### src/rtl/alu_mult_seq.sv
// Unsigned WIDTHxWIDTH shift-and-add multiplier that borrows the CPU ripple ALU as its only adder.
// Latency: start accepted in IDLE -> done pulse WIDTH+1 cycles later; one multiply per WIDTH+2 cycles.
// Backpressure: none; start is only honoured in IDLE and is dropped (not queued) while busy or done.
module alu_mult_seq #(
  parameter int WIDTH = 32,
  parameter int CNT_W = 6
) (
  input  logic             clk,
  input  logic             reset,
  input  logic             start,
  input  logic [WIDTH-1:0] multiplicand,
  input  logic [WIDTH-1:0] multiplier,
  output logic             busy,
  output logic             done,
  output logic [WIDTH-1:0] product_hi,
  output logic [WIDTH-1:0] product_lo,
  output logic [WIDTH-1:0] alu_a,
  output logic [WIDTH-1:0] alu_b,
  output logic [2:0]       alu_op,
  input  logic [WIDTH-1:0] alu_result,
  input  logic             alu_carry_out
);

  localparam logic [2:0] ALU_AND = 3'b000;
  localparam logic [2:0] ALU_ADD = 3'b010;

  typedef enum logic [1:0] {
    IDLE = 2'd0,
    CALC = 2'd1,
    DONE = 2'd2
  } state_t;

  state_t           state;
  state_t           state_nxt;
  logic [WIDTH-1:0] mcand_r;
  logic [WIDTH-1:0] hi;
  logic [WIDTH-1:0] lo;
  logic [CNT_W-1:0] cnt;
  logic             last_iter;

  // cnt counts completed iterations; the update at cnt==WIDTH-1 is the final one.
  assign last_iter = (cnt == CNT_W'(WIDTH - 1));

  // State register; reset abandons any multiply in flight.
  always_ff @(posedge clk) begin
    if (reset) begin
      state <= IDLE;
    end else begin
      state <= state_nxt;
    end
  end

  // Next state plus ALU drive; the ALU sees zeros and AND outside CALC so it idles deterministically.
  always_comb begin
    state_nxt = state;
    busy      = 1'b0;
    done      = 1'b0;
    alu_op    = ALU_AND;
    alu_a     = '0;
    alu_b     = '0;
    case (state)
      IDLE: begin
        if (start) begin
          state_nxt = CALC;
        end
      end
      CALC: begin
        busy   = 1'b1;
        alu_op = ALU_ADD;
        alu_a  = hi;
        alu_b  = lo[0] ? mcand_r : '0;
        if (last_iter) begin
          state_nxt = DONE;
        end
      end
      DONE: begin
        done      = 1'b1;
        state_nxt = IDLE;
      end
      default: begin
        state_nxt = IDLE;
      end
    endcase
  end

  // Operand capture and per-iteration shift of {carry, sum, lo}; the carry becomes hi's MSB.
  always_ff @(posedge clk) begin
    if (reset) begin
      mcand_r <= '0;
      hi      <= '0;
      lo      <= '0;
      cnt     <= '0;
    end else if (state == IDLE && start) begin
      mcand_r <= multiplicand;
      hi      <= '0;
      lo      <= multiplier;
      cnt     <= '0;
    end else if (state == CALC) begin
      hi  <= {alu_carry_out, alu_result[WIDTH-1:1]};
      lo  <= {alu_result[0], lo[WIDTH-1:1]};
      cnt <= cnt + 1'b1;
    end
  end

  assign product_hi = hi;
  assign product_lo = lo;

endmodule

### config.mk
export PLATFORM = sky130hd
export DESIGN_NAME = alu_mult_seq
export DESIGN_NICKNAME = d
export VERILOG_FILES = /design/src/rtl/alu_mult_seq.sv
export SDC_FILE = /design/constraint.sdc
export NUM_CORES = 1
export LEC_CHECK = 0
export ABC_AREA = 1
export ABC_CLOCK_PERIOD_IN_PS = 1300
export CAP_MARGIN = 20
export CORE_ASPECT_RATIO = 0.5
export CORE_MARGIN = 5
export CORE_UTILIZATION = 36
export DETAILED_ROUTE_END_ITERATION = 10
export PLACE_DENSITY_LB_ADDON = 0.15
export RECOVER_POWER = 50
export SYNTH_ARGS = -nofsm -noshare
export SYNTH_HDL_FRONTEND = slang
export SYNTH_SLANG_ARGS = --single-unit
### constraint.sdc
create_clock -name clk -period 1.3 [get_ports clk]
set_clock_uncertainty 0.2 [all_clocks]
set_input_delay 0.26 -clock clk [delete_from_list [all_inputs] [get_ports clk]]
set_output_delay 0.26 -clock clk [all_outputs]
set_load 0.01 [all_outputs]
### Word level (Yosys, flattened, before mapping)

Cells that the tools add are included.

| word-level totals | value |
|---|---|
| register bits | 104 |
| input port bits | 100 |
| word-level logic and storage cells | 27 |

| cells by class | value |
|---|---|
| add/subtract/negate cells | 1 |
| equality and inequality tests | 5 |
| multiplexer cells | 11 |
| reductions and logical operators | 5 |

Operators by type and width:

| operator | number |
|---|---|
| 32-bit 2-to-1 mux | 5 |
| 6-bit by 1-bit adder with 6-bit output, second input constant | 1 |
| 6-bit by 5-bit == test with 1-bit output, second input constant | 1 |
| 2-bit 2-to-1 mux | 3 |
| 2-bit != test, second input constant | 2 |
| 2-bit one-hot mux with 2 select lines | 1 |
| 2-bit by 1-bit == test with 1-bit output, second input constant | 1 |
| 2-bit == test, second input constant | 1 |
| 2-bit zero test | 1 |
| 1-bit 2-to-1 mux | 2 |
| 2-bit AND reduction | 1 |
| 2-bit nonzero test | 1 |
| 2-bit OR reduction | 1 |
| 1-bit logical AND | 1 |

### Depth between registers and ports, before layout

| logic depth | value |
|---|---|
| depth after elaboration | 3 |
| gate-level depth with buffers | 7 |
| gate-level depth less buffers | 6 |

### Least setup slack after synthesis

Ideal clock, no wire load.

| path | value |
|---|---|
| path type | reg-to-output |
| start | register state[0] |
| end | output port alu_b[11] |
| arrival time | 1104 ps |
| required time | 840 ps |
| path slack | -264 ps |
| stages on the path, launching flop included | 6 |
| path buffers | 1 |
| path through | dfxtp_1 > inv_1 > nor2_2 > nand2_1 > clkbuf_1 > nor2_1 |

| between the ends | value |
|---|---|
| cells in the longest elaborated chain, start to end | 2 |

Ends and longest elaborated chain:

| element | line | RTL |
|---|---|---|
| from (decl) | 33 | `state_t state;` |
| from (signal assigned) | 49 | `state <= state_nxt;` |
| 2-bit by 1-bit == test with 1-bit output | 61 | `case (state)` |
| 32-bit 2-to-1 mux | 61 |  |
| to (decl) | 18 | `output logic [WIDTH-1:0] alu_b,` |

No other way between the ends.

### Worst setup path after layout

| path | value |
|---|---|
| start | register state[0] |
| end | output port alu_b[25] |

The elaborated chain is that of the path after synthesis.

==> results <==
[report_power, final]
group,leakage (nW),switching [mW],total (mW),internal [mW]
registers,0.878,0.109,3.49,3.38
logic,3.07,1.15,2.55,1.40
clock network,0.145,1.25,2.71,1.46
total,4.09,2.51,8.75,6.24
[metal layers]
| layer | track usage, % | share of wire (%) |
|---|---|---|
| met3 | 7.349 | 7.6 |
| met1 | 28.52 | 39 |
| met5 | 0 | 0 |
| met4 | 6.811 | 2.4 |
| met2 | 42.34 | 51 |
[logic make-up after synthesis]
logic type               count (synthesis)
flip-flops                             104
AO/OA/AOI/OAI                          104
other                                    1
adder cells (fa/ha/maj)                  1
buffers and inverters                  112
AND/OR/NAND/NOR                        306
[worst max path at each step]
stage	startpoint	end	slack, ns
after detailed placement	state[0]	alu_b[16]	-0.58
after global routing	state[0]	alu_b[25]	-0.66
final	state[0]	alu_b[25]	-0.62
after CTS	state[0]	alu_a[15]	-0.61
after global placement	state[1]	alu_a[11]	-0.53
after floorplan	state[0]	product_hi[22]	-0.11
[worst max-delay path: stages, from the launching register on]
cell and delay (ns):
dfxtp_4 0.37, inv_2 0.05, nor2_4 0.14, nand2_4 0.12, clkbuf_16 0.19, nor2_2 0.10, buf_2 0.15
[per-stage QoR]
step | hold slack [ns] | TNS, ns
finish | 0.2574 | -74.86
floorplan | 0.1987 | -7.980
global placement | 0.2640 | -81.18
detailed placement | 0.2736 | -83.53
CTS | 0.2474 | -64.45
global route | 0.2677 | -84.51
[cell type report]
cell class | count | area [sq um]
Inverter | 64 | 250.2
Clock buffer | 12 | 266.5
Tap cell | 165 | 206.4
Clock inverter | 4 | 26.28
Multi-Input combinational cell | 413 | 2628
Fill cell | 668 | 1883
Sequential cell | 104 | 2163
Timing Repair Buffer | 405 | 4418
[sequential cells by signal (all words and copies together), names as in the netlist]
signal and count:
product_hi 32, mcand_r 32, cnt 6, state 2, product_lo 32
[what timing repair did]
action                                  in CTS  in global routing
pin swaps                                   10                 50
resized for setup                          726                263
hold buffers                                 0                  0
gates cloned                                14                 19
buffers inserted                            33                 23
endpoints found under the setup margin     234                226
[placed cells by master, fill, tap and decap left out, types with 32 or more instances in the layout]
master and n:
inv_1 60, a31oi_1 32, nand3_1 40, buf_2 37, dfxtp_2 56, buf_6 145, nand2_1 138, buf_4 69
dfxtp_1 45, clkdlybuf4s50_1 98, nor2_4 43
==> reports/metrics.cfg <==
[yosys]
synth_top_family_by_area = simple AND/OR/NAND/NOR gates
async_flop_share_pct = 0
synth_mux_area_share_pct = 0
synthAdderAreaFrac_pct = 0.2869
yosysTopAreaCell = dfxtp_1
synth-xor-area-share_pct = 0
synth_seq_cells = 104
synthTopCellsByArea = dfxtp_1, nand2_1, nor2_1, nand3_1, inv_1
yosysUniqueCellTypes = 17
synth_compound_area_share_pct = 12.86
yosysWarnings = 0
yosysMostFrequentCell = nand2_1
synth_top_cell_area_share_pct = 47.75
avgSynthCellArea_sq_um = 6.943
synthTopCellsByCount = nand2_1, dfxtp_1, nor2_1, inv_1, nand3_1
synthFlopType = dfxtp_1
ys_seq_area_share_pct = 47.75
synth_cells = 628
yosys.area_share.simple_pct = 28.29
synth-edff-count = 0
syn_area_sq_mm = 0.004360

[hold_path]
hold_class = in -> reg
hold_end = product_hi[6]
min_path_cells = 3
hp-start = alu_result[7]

[timing]
post-route-min-period_ns = 1.924
timing.final.ws_setup_ns = -0.6240
slew_violations = 0
finalCritPeriodShare_pct = 148.0
max_freq_mhz = 519.7
finalHoldViolCount = 0
rsz0062_at_grt = yes
finalSetupViolations = 203

[place]
gp_congestion = 0.7846
io_buffers = 230
dpl.hpwl_microns = 11040
placed_area_sq_mm = 0.007644
dp.cells = 1074
place_ws_ns = -0.5769

[critical_path]
crit_fanout = 5
crit_required_ns = 0.84
startpoint_type = register
r2r_slack_ns = -0.50
timing.rr.end = cnt[3]
worstSetupPathType = reg -> out
r2r-start = state[0]
endpoint_kind = primary output
rr_worst_depth = 9
cp.arrival_ns = 1.46

[power_and_ir_drop]
p_total_mw = 8.750
p_leak_nw = 4.091
p_per_area_mw_per_mm2 = 878.7
max-vdd-ir-drop_mv = 0.6564

[clock_tree]
clk_path_buf_depth = 2
root_buffer = clkbuf_16
clock_sinks = 104
cts_buffers = 9
cts_tree = yes
clk-insertion-delay-late_ns = 0.34
ctsHtreeMaxLevel = 3
path_clk_slew_ns = 0.07

[global_routing]
grt_antenna_before_repair = 0
grt_pass1_wl_microns = 28370
grt_max_degree = 35
first_global_vias = 5522
grt_overflow = 0
grt_use_total_pct = 23.85

[final_layout]
nNetsFinal = 1098
design_area_sq_mm = 0.009958
utilization_pct = 84.10
instances_no_fill = 1167
syn2layout_area_growth_pct = 128.4
drive_gt1_share_pct = 54.29
insertedDiodeCount = 0

[drt]
drc = 0
post_drt_wl_per_cell_microns = 19.02
via_per_inst = 5.109
ant_nets = 0
drt_pass1_iterations = 5
finalWirelength_microns = 22190
drt_iter0_drc = 377
route.vias.total = 5962

[die]
core_area_sq_mm = 0.01184
fp.dieH_microns = 87.82
pin_count = 233
die_area_sq_mm = 0.01455
rows = 28
start_util_pct = 36.82
dieWidth_microns = 165.6

[status]
outcome = finished with violations
violations = negative setup slack

[run]
cap_violations = 0

(Power assumes the default switching activity.)
